### config.mk
export PLATFORM = sky130hd
export DESIGN_NAME = bcd_line_total_seq
export DESIGN_NICKNAME = d
export VERILOG_FILES = /design/src/rtl/bcd_line_total_seq_pkg.sv /design/src/rtl/bcd_price_digit_mult.sv /design/src/rtl/bcd_line_total_seq.sv
export SDC_FILE = /design/constraint.sdc
export NUM_CORES = 1
export LEC_CHECK = 0
export BUFFER_PORTS_ARGS = -buffer_cell sky130_fd_sc_hd__buf_2
export CORE_MARGIN = 2
export CORE_UTILIZATION = 42
export DETAILED_ROUTE_END_ITERATION = 6
export PLACE_DENSITY = 0.7
export SYNTH_ARGS = -nofsm -noshare
export SYNTH_HDL_FRONTEND = slang
export SYNTH_SLANG_ARGS = --single-unit
### constraint.sdc
create_clock -name CLK -period 10.9 [get_ports CLK]
set_input_delay 2.18 -clock CLK [delete_from_list [all_inputs] [get_ports CLK]]
set_output_delay 2.18 -clock CLK [all_outputs]
set_load 0.05 [all_outputs]
### src/rtl/bcd_line_total_seq_pkg.sv
`default_nettype none
// ============================================================================
// Module      : bcd_line_total_seq_pkg
// Description : Shared constants, state encoding and small BCD helpers for
//               the BCD line-total sequencer and its price-by-digit
//               multiplier.
// Revision    : 1.0 - initial release
// ============================================================================
package bcd_line_total_seq_pkg;

    localparam int BCD_DIGIT_W   = 4;
    localparam int BCD_MAX_DIGIT = 9;
    localparam int BCD_ADJ       = 6;

    // Sequencer states. The encoding is fixed so that state dumps read
    // the same on every build.
    typedef enum logic [1:0] {
        ST_IDLE = 2'd0,
        ST_MUL  = 2'd1,
        ST_ACC  = 2'd2,
        ST_FIN  = 2'd3
    } state_t;

    // True when a nibble is not a legal BCD digit.
    function automatic logic bcd_digit_bad(input logic [BCD_DIGIT_W-1:0] d);
        return (d > BCD_DIGIT_W'(BCD_MAX_DIGIT));
    endfunction

endpackage
`default_nettype wire

### src/rtl/bcd_price_digit_mult.sv
`default_nettype none
// ============================================================================
// Module      : bcd_price_digit_mult
// Description : Combinational BCD multiplier, PRICE_DIGITS-digit multiplicand
//               times one BCD digit, producing PRICE_DIGITS+1 BCD digits.
//               Each digit position forms a small binary product plus the
//               carry from the position below, then splits it into a digit
//               and a carry with a divide-by-10.
// Ports       : i_price   - packed BCD multiplicand, MSD in top nibble
//               i_digit   - single BCD multiplier digit
//               o_product - packed BCD product, PRICE_DIGITS+1 digits
// Revision    : 1.0 - initial release
// ============================================================================
module bcd_price_digit_mult
    import bcd_line_total_seq_pkg::*;
#(
    parameter int PRICE_DIGITS = 3
)(
    input  logic [BCD_DIGIT_W*PRICE_DIGITS-1:0]     i_price,
    input  logic [BCD_DIGIT_W-1:0]                  i_digit,
    output logic [BCD_DIGIT_W*(PRICE_DIGITS+1)-1:0] o_product
);

    // Worst case per position: 9*9 + 8 = 89, which fits in 7 bits, and the
    // outgoing carry never exceeds 8.
    always_comb begin
        logic [6:0] v_prod;
        logic [3:0] v_carry;
        v_prod    = '0;
        v_carry   = '0;
        o_product = '0;
        for (int i = 0; i < PRICE_DIGITS; i++) begin
            v_prod = 7'(i_price[BCD_DIGIT_W*i +: BCD_DIGIT_W]) * 7'(i_digit)
                   + 7'(v_carry);
            o_product[BCD_DIGIT_W*i +: BCD_DIGIT_W] = 4'(v_prod % 7'd10);
            v_carry = 4'(v_prod / 7'd10);
        end
        o_product[BCD_DIGIT_W*PRICE_DIGITS +: BCD_DIGIT_W] = v_carry;
    end

endmodule
`default_nettype wire

### src/rtl/bcd_line_total_seq.sv
`default_nettype none
// ============================================================================
// Module      : bcd_line_total_seq
// Description : Sequential BCD line-total engine, TOTAL = PRICE x QTY.
//               One quantity digit per MUL/ACC pass, least significant
//               first; each partial product is shifted into place and
//               BCD-added to a running accumulator. Latency is fixed at
//               2*QTY_DIGITS+1 cycles regardless of the data.
// Ports       : CLK   - clock, rising edge
//               RST   - asynchronous active-high reset
//               START - request, sampled only while idle
//               PRICE - packed BCD multiplicand
//               QTY   - packed BCD multiplier
//               BUSY  - high in every state except idle
//               DONE  - one-cycle pulse, TOTAL valid
//               TOTAL - packed BCD product, held until the next result
//               ERR   - illegal BCD digit seen on accept
// Options     : BCD_INPUT_CHECK_EN - when defined, non-BCD input nibbles
//               abort the request with ERR=1 and TOTAL=0; otherwise ERR
//               is tied low and no checking is done.
// Revision    : 1.0 - initial release
// ============================================================================
module bcd_line_total_seq
    import bcd_line_total_seq_pkg::*;
#(
    parameter  int PRICE_DIGITS = 3,
    parameter  int QTY_DIGITS   = 2,
    localparam int TOT_DIGITS   = PRICE_DIGITS + QTY_DIGITS
)(
    input  logic                                CLK,
    input  logic                                RST,
    input  logic                                START,
    input  logic [BCD_DIGIT_W*PRICE_DIGITS-1:0] PRICE,
    input  logic [BCD_DIGIT_W*QTY_DIGITS-1:0]   QTY,
    output logic                                BUSY,
    output logic                                DONE,
    output logic [BCD_DIGIT_W*TOT_DIGITS-1:0]   TOTAL,
    output logic                                ERR
);

    localparam int c_price_w = BCD_DIGIT_W * PRICE_DIGITS;
    localparam int c_qty_w   = BCD_DIGIT_W * QTY_DIGITS;
    localparam int c_part_w  = BCD_DIGIT_W * (PRICE_DIGITS + 1);
    localparam int c_tot_w   = BCD_DIGIT_W * TOT_DIGITS;
    localparam int c_idx_w   = (QTY_DIGITS > 1) ? $clog2(QTY_DIGITS) : 1;

    state_t               r_state;
    state_t               w_state_nxt;
    logic [c_price_w-1:0] r_price;
    logic [c_qty_w-1:0]   r_qty;
    logic [c_idx_w-1:0]   r_idx;
    logic [c_part_w-1:0]  r_partial;
    logic [c_tot_w-1:0]   r_acc;
    logic [c_tot_w-1:0]   r_total;

    logic [BCD_DIGIT_W-1:0] w_qty_digit;
    logic [c_part_w-1:0]    w_partial;
    logic [c_tot_w-1:0]     w_addend;
    logic [c_tot_w-1:0]     w_acc_sum;
    logic                   w_last;

    // ------------------------------------------------------------------
    // Datapath
    // ------------------------------------------------------------------
    assign w_qty_digit = r_qty[r_idx*BCD_DIGIT_W +: BCD_DIGIT_W];
    assign w_last      = (r_idx == c_idx_w'(QTY_DIGITS - 1));

    bcd_price_digit_mult #(
        .PRICE_DIGITS (PRICE_DIGITS)
    ) u_mult (
        .i_price   (r_price),
        .i_digit   (w_qty_digit),
        .o_product (w_partial)
    );

    // Shifting by whole nibbles places the partial at its decimal weight.
    // For the last digit the partial exactly fills the accumulator width.
    assign w_addend = c_tot_w'(r_partial) << (r_idx * BCD_DIGIT_W);

    // Full-width BCD add with per-digit +6 correction and ripple carry.
    // The final carry is dropped: the product of two maximal operands
    // always fits in TOT_DIGITS.
    always_comb begin
        logic [4:0] v_sum;
        logic       v_c;
        v_sum     = '0;
        v_c       = 1'b0;
        w_acc_sum = '0;
        for (int i = 0; i < TOT_DIGITS; i++) begin
            v_sum = {1'b0, r_acc[BCD_DIGIT_W*i +: BCD_DIGIT_W]}
                  + {1'b0, w_addend[BCD_DIGIT_W*i +: BCD_DIGIT_W]}
                  + {4'b0000, v_c};
            if (v_sum > 5'(BCD_MAX_DIGIT)) begin
                v_sum = v_sum + 5'(BCD_ADJ);
                v_c   = 1'b1;
            end else begin
                v_c   = 1'b0;
            end
            w_acc_sum[BCD_DIGIT_W*i +: BCD_DIGIT_W] = v_sum[3:0];
        end
    end

`ifdef BCD_INPUT_CHECK_EN
    logic w_in_bad;
    logic r_err;

    always_comb begin
        w_in_bad = 1'b0;
        for (int i = 0; i < PRICE_DIGITS; i++) begin
            if (bcd_digit_bad(PRICE[BCD_DIGIT_W*i +: BCD_DIGIT_W])) begin
                w_in_bad = 1'b1;
            end
        end
        for (int i = 0; i < QTY_DIGITS; i++) begin
            if (bcd_digit_bad(QTY[BCD_DIGIT_W*i +: BCD_DIGIT_W])) begin
                w_in_bad = 1'b1;
            end
        end
    end

    // ERR reflects the most recently accepted request only.
    always_ff @(posedge CLK or posedge RST) begin
        if (RST) begin
            r_err <= 1'b0;
        end else if (r_state == ST_IDLE && START) begin
            r_err <= w_in_bad;
        end
    end

    assign ERR = r_err;
`else
    assign ERR = 1'b0;
`endif

    // ------------------------------------------------------------------
    // Control: next state
    // ------------------------------------------------------------------
    always_comb begin
        w_state_nxt = r_state;
        case (r_state)
            ST_IDLE: begin
                if (START) begin
`ifdef BCD_INPUT_CHECK_EN
                    w_state_nxt = w_in_bad ? ST_FIN : ST_MUL;
`else
                    w_state_nxt = ST_MUL;
`endif
                end
            end
            ST_MUL:  w_state_nxt = ST_ACC;
            ST_ACC:  w_state_nxt = w_last ? ST_FIN : ST_MUL;
            ST_FIN:  w_state_nxt = ST_IDLE;
            default: w_state_nxt = ST_IDLE;
        endcase
    end

    // ------------------------------------------------------------------
    // State and datapath registers
    // ------------------------------------------------------------------
    // TOTAL is loaded on the edge that enters FIN so that it is already
    // valid during the DONE cycle.
    always_ff @(posedge CLK or posedge RST) begin
        if (RST) begin
            r_state   <= ST_IDLE;
            r_price   <= '0;
            r_qty     <= '0;
            r_idx     <= '0;
            r_partial <= '0;
            r_acc     <= '0;
            r_total   <= '0;
        end else begin
            r_state <= w_state_nxt;
            case (r_state)
                ST_IDLE: begin
                    if (START) begin
                        r_price <= PRICE;
                        r_qty   <= QTY;
                        r_acc   <= '0;
                        r_idx   <= '0;
`ifdef BCD_INPUT_CHECK_EN
                        if (w_in_bad) begin
                            r_total <= '0;
                        end
`endif
                    end
                end
                ST_MUL: begin
                    r_partial <= w_partial;
                end
                ST_ACC: begin
                    r_acc <= w_acc_sum;
                    if (w_last) begin
                        r_total <= w_acc_sum;
                    end else begin
                        r_idx <= r_idx + 1'b1;
                    end
                end
                default: begin
                end
            endcase
        end
    end

    assign BUSY  = (r_state != ST_IDLE);
    assign DONE  = (r_state == ST_FIN);
    assign TOTAL = r_total;

endmodule
`default_nettype wire

-- Word-level counts from Yosys, hierarchy flattened
Cells that the tools add are included.
- add/subtract/negate cells: 17
- multiply operators: 3
- divide/modulo/power cells: 6
- $lt $le $gt $ge: 5
- equality and inequality tests: 4
- shift-type cells: 2
- mux-type cells: 17
- reductions and logical operators: 6
- operators by type and width (cell ; number):
    $pmux 20 s2 ; 1
    $add 4x4->5 ; 5
    $gt 5x4->1 const B ; 5
    $div 7x4->7 const B ; 3
    $mod 7x4->7 const B ; 3
    $mul 4x4->7 ; 3
    $add 4x3->4 const B ; 5
    $add 5x1->5 ; 4
    $mux 20 ; 1
    $mux 4 ; 5
    $shl 16x3->20 ; 1
    $add 7x4->7 ; 2
    $pmux 2 s4 ; 1
    $shiftx 8x4->4 ; 1
    $mux 1 ; 6
    $reduce_and 2->1 ; 3
    $eq 2x2->1 const B ; 2
    $mux 2 ; 2
    $reduce_bool 2->1 ; 2
    $eq 2x1->1 const B ; 1
    $logic_not 2->1 ; 1
    $ne 2x2->1 const B ; 1
    $pmux 1 s2 ; 1
    $add 1x1->1 const B ; 1
- flip-flop bits (word level): 79
- bits of input ports: 23
- output and inout bits: 23
- word-level logic and storage cells: 67

-- Depth between registers and ports, before layout
Gate-level depths: netlist (run 1).
- depth in word-level cells: 17
- depth in mapped cells: 50
- depth with buffers taken out: 47

-- Cells and area by module
Synthesis (run 1) repeated with hierarchy kept, for this count alone.
- cells, all modules: 764
- area, all modules: 7169.4 um2
- by module, submodules not included (module ; instances ; cells an instance ; area an instance (um2) ; sequential area each (um2)):
    bcd_line_total_seq ; 1 ; 400 ; 4428.0 ; 1976.9
    bcd_price_digit_mult ; 1 ; 364 ; 2741.4 ; 0.0

-- Least setup slack after synthesis (run 1)
Ideal clock, no wire load.
- path type: reg2reg
- from: register r_idx
- to: register r_partial[9]
- library setup time: 77 ps
- arrival: 10011 ps
- required time: 10823 ps
- slack: 811 ps
- stages on the path, launching flop included: 49
- buffers on the path: 3
- period minus slack after synthesis: 10089 ps
- cell sequence: dfrtp_1 > buf_6 > mux2_4 > clkbuf_1 > and2_1 > fa_1 > fa_1 > inv_1 > fa_1 > nor2b_1 > o21a_1 > a211o_1 > and3_1 > buf_2 > nor2_1 > a22o_1 > a21oi_1 > ha_1 > [13 not listed] > ha_1 > o21ai_0 > a21o_1 > ha_1 > ha_1 > inv_1 > fa_1 > nor2b_1 > o21a_1 > o21ai_0 > nand2_1 > nand3_1 > o31ai_1 > o32ai_1 > ha_1 > o21ai_0 > a211o_1 > a21oi_1
- longest elaborated chain between the ends: 7
- elaborated cells between the ends (all ways): 9
- classes of those cells: 2 x add/sub; 3 x mul; 3 x div; 1 x shift
- ends and longest elaborated chain (what ; line ; RTL):
    start: declaration ; bcd_line_total_seq.sv:51 ; logic [c_idx_w-1:0] r_idx;
    start signal: assignment ; bcd_line_total_seq.sv:195 ; r_idx <= r_idx + 1'b1;
    $shiftx 8x4->4 (*) ; bcd_line_total_seq.sv:65 ; assign w_qty_digit = r_qty[r_idx*BCD_DIGIT_W +: BCD_DIGIT_W];
    $mul 4x4->7 ; bcd_price_digit_mult.sv:33 ; v_prod = 7'(i_price[BCD_DIGIT_W*i +: BCD_DIGIT_W]) * 7'(i_digit)
    $div 7x4->7 ; bcd_price_digit_mult.sv:36 ; v_carry = 4'(v_prod / 7'd10);
    $add 7x4->7 ; bcd_price_digit_mult.sv:34 ; + 7'(v_carry);
    $div 7x4->7 ; bcd_price_digit_mult.sv:36 ;
    $add 7x4->7 (*) ; bcd_price_digit_mult.sv:34 ;
    $mod 7x4->7 (*) ; bcd_price_digit_mult.sv:35 ; o_product[BCD_DIGIT_W*i +: BCD_DIGIT_W] = 4'(v_prod % 7'd10);
    end signal: assignment ; bcd_line_total_seq.sv:188 ; r_partial <= w_partial;
    end: declaration ; bcd_line_total_seq.sv:52 ; logic [c_part_w-1:0] r_partial;
Every way passes the cells marked *; elsewhere a longest branch is shown, timed or not.
A chain may end at the register's enable or synchronous reset.

-- Worst setup path after layout (run 1)
- from: register r_idx
- to: register r_partial[10]
The elaborated chain is that of the path after synthesis.

==> results of run 1 <==
[Yosys cell counts, types with 22 or more instances]
| cell | number | area, um^2 |
|---|---|---|
| inv_1 | 54 | 203 |
| and2_1 | 37 | 231 |
| ha_1 | 64 | 801 |
| nor2_1 | 33 | 124 |
| dfrtp_1 | 79 | 1980 |
| fa_1 | 25 | 500 |
| mux2_2 | 36 | 405 |
| a21oi_1 | 33 | 165 |
| a21o_1 | 22 | 165 |
| nand2_1 | 92 | 345 |
| xnor2_1 | 27 | 236 |
| clkbuf_1 | 26 | 97.6 |
| o21ai_0 | 47 | 235 |
[routing by layer]
| metal | wire length, um | GRT usage (%) | vias to the layer above |
|---|---|---|---|
| met5 | 0 | 0 | - |
| met4 | 121 | 3.99 | 0 |
| met3 | 524 | 3.59 | 9 |
| met2 | 6280 | 27.1 | 98 |
| met1 | 7030 | 24.0 | 2494 |
| li1 | - | - | 2698 |
[kinds of logic after synthesis]
family,after synthesis
and+or+nand+nor,216
AOI/OAI and AO/OA,180
adders and majority gates,89
buffers and inverters,85
DFF,79
muxes,50
xor gates and xnor gates,43
other,1
[critical path, delay by kind of cell (launching register included)]
kind,cells,cell delay (ps)
compound gates,16,2950
xor+xnor,1,760
fa+ha+maj,11,3420
buf+inv,3,200
flops,1,450
mux,3,1050
simple gates,7,1350
[timing repair]
item | in CTS | in global routing
setup endpoints to repair | 0 | 9
resized for setup | 0 | 11
hold endpoints to repair | 0 | 0
setup buffers | 0 | 10
hold buffers | 0 | 0
[worst max path at each step]
stage	endpoint	slack, ps	cells after the start
2_1_floorplan	r_partial[9]$_DFFE_PP0N_	810	48
3_3_place_gp	r_partial[9]$_DFFE_PP0N_	410	42
3_5_place_dp	r_partial[9]$_DFFE_PP0N_	100	45
4_1_cts	r_partial[9]$_DFFE_PP0N_	50	45
5_1_grt	r_partial[10]$_DFFE_PP0N_	-160	46
6_report	r_partial[10]$_DFFE_PP0N_	570	41
[through the flow]
step	hold WS, ps	util [%]
after floorplan	456	-
after global placement	455	45.5
after detailed placement	466	45.5
after CTS	480	47.5
after global routing	500	48.3
final	472	48.3
[state kept, by name, summed over array words and instances, names as in the netlist]
signal and count:
r_acc 20, r_idx 1, r_partial 16, r_qty 8
TOTAL 20, r_state 2, r_price 12
[final cells by class]
class / count / area (um^2)
fill: 1531 / 8220
multi-input combinational: 579 / 4550
sequential: 79 / 1980
timing repair buffer: 61 / 348
tap: 216 / 270
clock buffer: 10 / 239
inverter: 55 / 208
clock inverter: 6 / 75.1
==> metrics.txt, run 1 <==
area fraction in compound gates after synthesis=17.6%; Post-Place Cell Area=7230 um^2; Placement Rows=46; CP Class=flop to flop; CP Data Arrival Time=~11000 ps; syn nets=855; Yosys warning count=0; area of the die=17300 um^2; hold endpoint=TOTAL[8]$_DFFE_PP0P_; Detailed Route WL=14.0 mm; clock-pin slew reported for the worst setup and hold paths after clock tree synthesis=70 ps; post-route design area=between 7000 and 8000 um^2; width of the die=131 um; final-report setup violation count=0; post-route antenna net violation count=0; startpoint class of the critical path=flop; Crit-path slowest cell=xor2_1; total negative slack for setup checks=0 ps; largest family of logic cells by synthesized area=adder cells; most common cell after layout, fill and taps aside=nand2_1; Placement Setup Slack=103 ps; EDFF count, synth=0; hold path cells=2; TritonCTS clock tree=yes; number of sinks handled by clock tree synthesis=79; Maximum Capacitance Violations=0; wire length of the first global-routing pass=~24 mm; fraction of layout instances using a drive strength above 1=16.5%; number of antenna violations at the first check in global routing=0; Clock Tree Buf Depth=2; depth of the worst register-to-register path=41; # DRC=0; Buffers on Ports=between 40 and 50; start point of the critical path=r_idx$_DFFE_PP0P_; sequential fraction of the synthesis area=roughly 29%; Primary FF master, synth=dfrtp_1; Synth Cell Area=~7000 um^2; post-synthesis adder-cell area fraction=19.1%; global-route congestion overflow total=0; minimum clock period after layout=10330 ps; Avg Cell Area, Syn=9.17 um^2; maximum number of pins on one net before global-route repair=80; routed len/inst=approximately 14 um; worst reg2reg setup slack=570 ps; Final Non-Filler Cells=between 1000 and 1500; Pre-Repair DR Iteration Count=4; nets=897; CTS buffer count=9; diode count=0; category of the worst setup path capture point=flop; Crit path required time=around 11000 ps; Hold/Removal Path Class=flop to flop; Placer Congestion=~0.89; height of the chip=131 um; slack of the critical path=572 ps; FFs w/ async S/R, synth=100%; boundary pin count=46; total count of hold-check failures in the final report=0; unique cell type count in the Yosys netlist=66; DR vias=approximately 5300; share of cell area taken by muxes after synthesis=8.08%; # H-tree levels=3; Clock Skews=6.59 ps; Synth Area in XOR/XNOR=6.35%; number of register bits inferred by synthesis=just under 80; fraction of the cycle the final worst path needs=between 90% and 100%; GR Util All Layers=approximately 17%; most frequent cells in the layout=nand2_1 (91), dfrtp_1 (79), ha_1 (64); largest driver fanout on the critical path=13; cell with the most instances on the worst path=ha_1; cell count after synthesis=743; Peak Freq=96.8 MHz; CTS root buffer=clkbuf_16; via count of the first global-routing pass=5058; number of placed instances, taps included=980; outcome=completed; start of the worst register-to-register path=r_idx$_DFFE_PP0P_; half-perimeter wire length after placement=10.3 mm; Slew HR=23.2%; number of violations reported at the end of detailed-routing iteration 0=between 300 and 400; Initial Util=42.9%; number of vias per cell=5.27; clock latency at the later pin of the worst-skew pair=about 350 ps; core area=15900 um^2; area growth from synthesis to layout=12.5%; total count of max-transition violations in the final report=0; actual transition at the worst max-transition pin=1150 ps; Hold Startpoint=TOTAL[8]$_DFFE_PP0P_; CP peak stage delay=760 ps; simple-gate area share of the yosys netlist=14.9%; worst reg2reg path endpoint=r_partial[10]$_DFFE_PP0N_
Power of run 1 is left out: the tool's default activity adds up to more than one toggle a clock period on the data nets, which glitch-free logic cannot reach.
==> run 2, diff against run 1 <==
--- a/config.mk
+++ b/config.mk
@@ -10,6 +10,7 @@
 export CORE_UTILIZATION = 42
 export DETAILED_ROUTE_END_ITERATION = 6
 export PLACE_DENSITY = 0.7
+export REMOVE_ABC_BUFFERS = 1
 export SYNTH_ARGS = -nofsm -noshare
 export SYNTH_HDL_FRONTEND = slang
 export SYNTH_SLANG_ARGS = --single-unit
==> metrics.txt, run 2 (synthesis gave the netlist of run 1 again) <==
global-route congestion overflow total=0; cell with the most instances on the worst path=ha_1; Clock Tree Buf Depth=2; worst hold margin=approximately 470 ps; CP Class=flop to flop; number of violations reported at the end of detailed-routing iteration 0=315; Maximum Capacitance Violations=0; maximum number of pins on one net before global-route repair=80; TritonCTS clock tree=yes; worst reg2reg setup slack=roughly 850 ps; crit path buf inv count=4; area of the die=~17000 um^2; minimum clock period after layout=10050 ps; Hold Startpoint=TOTAL[3]$_DFFE_PP0P_; Pre-Repair DR Iteration Count=5; Buffers on Ports=44; Hold/Removal Path Class=flop to flop; height of the chip=131 um; Peak Freq=about 100 MHz; fraction of layout instances using a drive strength above 1=16.5%; Crit path required time=roughly 11000 ps; number of sinks handled by clock tree synthesis=79; Initial Util=42.9%; boundary pin count=between 40 and 50; core area=15900 um^2; nets=about 900; total count of hold-check failures in the final report=0; actual transition at the worst max-transition pin=998 ps; via count of the first global-routing pass=5383; start of the worst register-to-register path=r_idx$_DFFE_PP0P_; width of the die=between 100 and 150 um; slack of the critical path=854 ps; number of placed instances, taps included=984; startpoint class of the critical path=flop; CTS root buffer=clkbuf_16; clock latency at the later pin of the worst-skew pair=340 ps; Placer Congestion=0.878; Slew HR=about 33%; Detailed Route WL=14.2 mm; CTS buffer count=9; diode count=0; depth of the worst register-to-register path=40; # H-tree levels=3; CTS hold repair buffers=0; Placement Rows=46; largest driver fanout on the critical path=15; fraction of the cycle the final worst path needs=92.2%; # DRC=0; clock-pin slew reported for the worst setup and hold paths after clock tree synthesis=about 60 ps; GR Util All Layers=between 10% and 20%; largest delay contributor family on the critical path=adder cells; half-perimeter wire length after placement=10.7 mm; most common cell after layout, fill and taps aside=nand2_1; outcome=completed; wire length of the first global-routing pass=25.4 mm; number of antenna violations at the first check in global routing=0; Final Non-Filler Cells=1006; CP peak stage delay=approximately 560 ps; number of vias per cell=5.30; most frequent cells in the layout=nand2_1 (92), dfrtp_1 (79), ha_1 (63); hold endpoint=TOTAL[3]$_DFFE_PP0P_; area growth from synthesis to layout=12.7%; CP Data Arrival Time=10310 ps; Clock Skews=7.74 ps; hold path cells=2; post-route antenna net violation count=0; Crit-path slowest cell=fa_1; total count of max-transition violations in the final report=0; DR vias=about 5300; final-report setup violation count=0; routed len/inst=14.2 um; Placement Setup Slack=61.7 ps; worst reg2reg path endpoint=r_partial[9]$_DFFE_PP0N_; category of the worst setup path capture point=flop
==> run 2: metrics by stage <==
step / TNS (ps) / util (%) / instance area (um^2)
finish: 0 / 48.3 / 7680
global placement: 0 / 45.7 / 7260
CTS: 0 / 47.7 / 7570
global route: -18.8 / 48.3 / 7680
floorplan: 0 / - / 6690
detailed placement: 0 / 45.7 / 7260
==> run 2: tightest hold or removal path: stages, from the launching register on <==
cell and delay (ps):
dfrtp_1 330, nand2_1 40, o21ai_0 60
==> run 2: worst max path at each step <==
| stage | startpoint | endpoint | slack (ps) | cells past startpoint |
|---|---|---|---|---|
| after floorplan | r_idx$_DFFE_PP0P_ | r_partial[9]$_DFFE_PP0N_ | 450 | 45 |
| after global placement | r_idx$_DFFE_PP0P_ | r_partial[9]$_DFFE_PP0N_ | 380 | 42 |
| after detailed placement | r_idx$_DFFE_PP0P_ | r_partial[9]$_DFFE_PP0N_ | 60 | 45 |
| after CTS | r_idx$_DFFE_PP0P_ | r_partial[9]$_DFFE_PP0N_ | 10 | 45 |
| after global routing | r_idx$_DFFE_PP0P_ | r_partial[10]$_DFFE_PP0N_ | -20 | 45 |
| final | r_idx$_DFFE_PP0P_ | r_partial[9]$_DFFE_PP0N_ | 850 | 40 |
==> run 2: what timing repair did <==
action / CTS / global route
endpoints found under the setup margin: 0 / 4
setup buffers: 0 / 6
gates resized for setup: 0 / 15
==> run 2: layer usage <==
metal | track usage, % | vias to the layer above | wire [um]
met5 | 0 | - | 0
met4 | 3.80 | 0 | 125
met3 | 3.16 | 8 | 560
met2 | 29.3 | 101 | 6500
met1 | 24.0 | 2523 | 7060
li1 | - | 2696 | -
==> run 2: layout make-up <==
type | instances | area (um^2)
Timing Repair Buffer | 61 | 348
Multi-Input combinational cell | 579 | 4570
Clock buffer | 11 | 243
Tap cell | 216 | 270
Clock inverter | 5 | 63.8
Sequential cell | 79 | 1980
Fill cell | 1542 | 8210
Inverter | 55 | 208
Power of run 2 is left out for the same reason.
==> run 3, diff against run 2 <==
--- a/config.mk
+++ b/config.mk
@@ -6,10 +6,13 @@
 export NUM_CORES = 1
 export LEC_CHECK = 0
 export BUFFER_PORTS_ARGS = -buffer_cell sky130_fd_sc_hd__buf_2
+export CELL_PAD_IN_SITES_DETAIL_PLACEMENT = 0
+export CELL_PAD_IN_SITES_GLOBAL_PLACEMENT = 1
+export CORE_ASPECT_RATIO = 2
 export CORE_MARGIN = 2
 export CORE_UTILIZATION = 42
 export DETAILED_ROUTE_END_ITERATION = 6
-export PLACE_DENSITY = 0.7
+export PLACE_DENSITY = 0.84
 export REMOVE_ABC_BUFFERS = 1
 export SYNTH_ARGS = -nofsm -noshare
 export SYNTH_HDL_FRONTEND = slang
==> metrics.txt, run 3 (synthesis gave the netlist of run 1 again) <==
depth of the worst register-to-register path=46; logic depth of the worst setup path including buffers=46; Post-Place Cell Area=approximately 7300 um^2; area growth from synthesis to layout=11.6%; crit path buf inv count=6; clock latency at the later pin of the worst-skew pair=350 ps; worst reg2reg setup slack=730 ps; startpoint class of the critical path=flop; start of the worst register-to-register path=r_idx$_DFFE_PP0P_; Crit path required time=11090 ps; largest driver fanout on the critical path=15; Placer Congestion=0.835; # H-tree levels=3; slack of the critical path=734 ps; total count of max-transition violations in the final report=0; maximum number of pins on one net before global-route repair=56; global-route congestion overflow total=0; Hold/Removal Path Class=flop to flop; via count of the first global-routing pass=about 5500; fill cell total of the finished layout=1549; CTS root buffer=clkbuf_16; clock-pin slew reported for the worst setup and hold paths after clock tree synthesis=70 ps; number of placed instances, taps included=972; total count of hold-check failures in the final report=0; Placement Setup Slack=between 300 and 400 ps; Slew HR=25.8%; capturing instance or port of the critical path=r_partial[10]$_DFFE_PP0N_; largest delay contributor family on the critical path=adder cells; start point of the critical path=r_idx$_DFFE_PP0P_; boundary pin count=46; minimum clock period after layout=10170 ps; CP peak stage delay=between 500 and 600 ps; CP Data Arrival Time=10360 ps; cell with the most instances on the worst path=ha_1; Buffers on Ports=44; Crit-path slowest cell=fa_1; Maximum Capacitance Violations=0; number of vias per cell=5.40; post-route design area=7610 um^2; # DRC=0; nets=897; CTS buffer count=9; worst reg2reg path endpoint=r_partial[10]$_DFFE_PP0N_; area of the die=17300 um^2; total negative slack for setup checks=0 ps; Peak Freq=98.4 MHz; number of antenna violations at the first check in global routing=0; Initial Util=43.0%; Final Non-Filler Cells=about 990; category of the worst setup path capture point=flop; post-route antenna net violation count=0; diode count=0; GR Util All Layers=between 10% and 20%; TritonCTS clock tree=yes; fraction of the cycle the final worst path needs=93.3%; final-report setup violation count=0; Placement Rows=65; half-perimeter wire length after placement=11.8 mm; Detailed Route WL=14.8 mm; number of sinks handled by clock tree synthesis=about 80; routed len/inst=14.9 um; actual transition at the worst max-transition pin=1110 ps; most frequent cells in the layout=nand2_1 (92), dfrtp_1 (79), ha_1 (63); fraction of layout instances using a drive strength above 1=16.3%; most common cell after layout, fill and taps aside=nand2_1; Clock Tree Buf Depth=2; outcome=completed; number of violations reported at the end of detailed-routing iteration 0=212; Clock Skews=5.91 ps; wire length of the first global-routing pass=25.1 mm; width of the die=about 94 um; height of the chip=184 um; Pre-Repair DR Iteration Count=4; DR vias=5353; core area=15900 um^2; CP Class=flop to flop
run 3: cell types whose count changed in the layout (fill, tap and decap cells not counted), sizes merged:
cell,delta
clkinv,+2
bufinv,-1
clkinvlp,+1
clkbuf,-2
run 3: worst min path at each step:
| stage | start | end | cells past startpoint |
|---|---|---|---|
| finish | TOTAL[17]$_DFFE_PP0P_ | TOTAL[17]$_DFFE_PP0P_ | 2 |
| global route | TOTAL[2]$_DFFE_PP0P_ | TOTAL[2]$_DFFE_PP0P_ | 2 |
| CTS | TOTAL[5]$_DFFE_PP0P_ | TOTAL[5]$_DFFE_PP0P_ | 2 |
| detailed placement | TOTAL[5]$_DFFE_PP0P_ | TOTAL[5]$_DFFE_PP0P_ | 2 |
| global placement | TOTAL[5]$_DFFE_PP0P_ | TOTAL[5]$_DFFE_PP0P_ | 2 |
| floorplan | r_acc[10]$_DFFE_PP0P_ | r_acc[10]$_DFFE_PP0P_ | 2 |
run 3: worst reg2reg max path, delay by kind of cell (launching register included):
| family | cells | cell delay, ps |
|---|---|---|
| AOI/OAI and AO/OA | 16 | 2910 |
| xor gates and xnor gates | 1 | 220 |
| adders and majority gates | 12 | 3660 |
| and+or+nand+nor | 10 | 1800 |
| muxes | 1 | 410 |
| DFF | 1 | 450 |
| buffers and inverters | 6 | 510 |
run 3: through the flow:
stage          utilization (%)  hold slack [ps]
2_1_floorplan                -              456
3_3_place_gp              45.8              456
3_5_place_dp              45.8              465
4_1_cts                   47.6              480
5_1_grt                   48.0              506
6_report                  48.0              475
run 3: area by class of cell:
cell class,count,area [um^2],share of cell area (%)
Clock buffer,9,225,2.96
Timing Repair Buffer,61,348,4.57
Inverter,55,208,2.73
Multi-Input combinational cell,579,4540,59.7
Tap cell,201,251,3.31
Clock inverter,7,57.6,0.757
Sequential cell,79,1980,26.0
run 3: timing repair:
action,in CTS,in global routing
hold buffers,0,0
setup endpoints to repair,0,4
resized for setup,0,10
setup buffers,0,3
run 3: per-layer routing:
metal	routed length, um	GRT usage, %	part of all wire [%]	vias to the layer above
met4	484	8.70	3.3	0
met3	291	1.88	2.0	27
met2	8370	35.3	57	81
li1	-	-	-	2687
met1	5610	19.0	38	2558
met5	0	0	0	-
Power of run 3 is left out for the same reason.
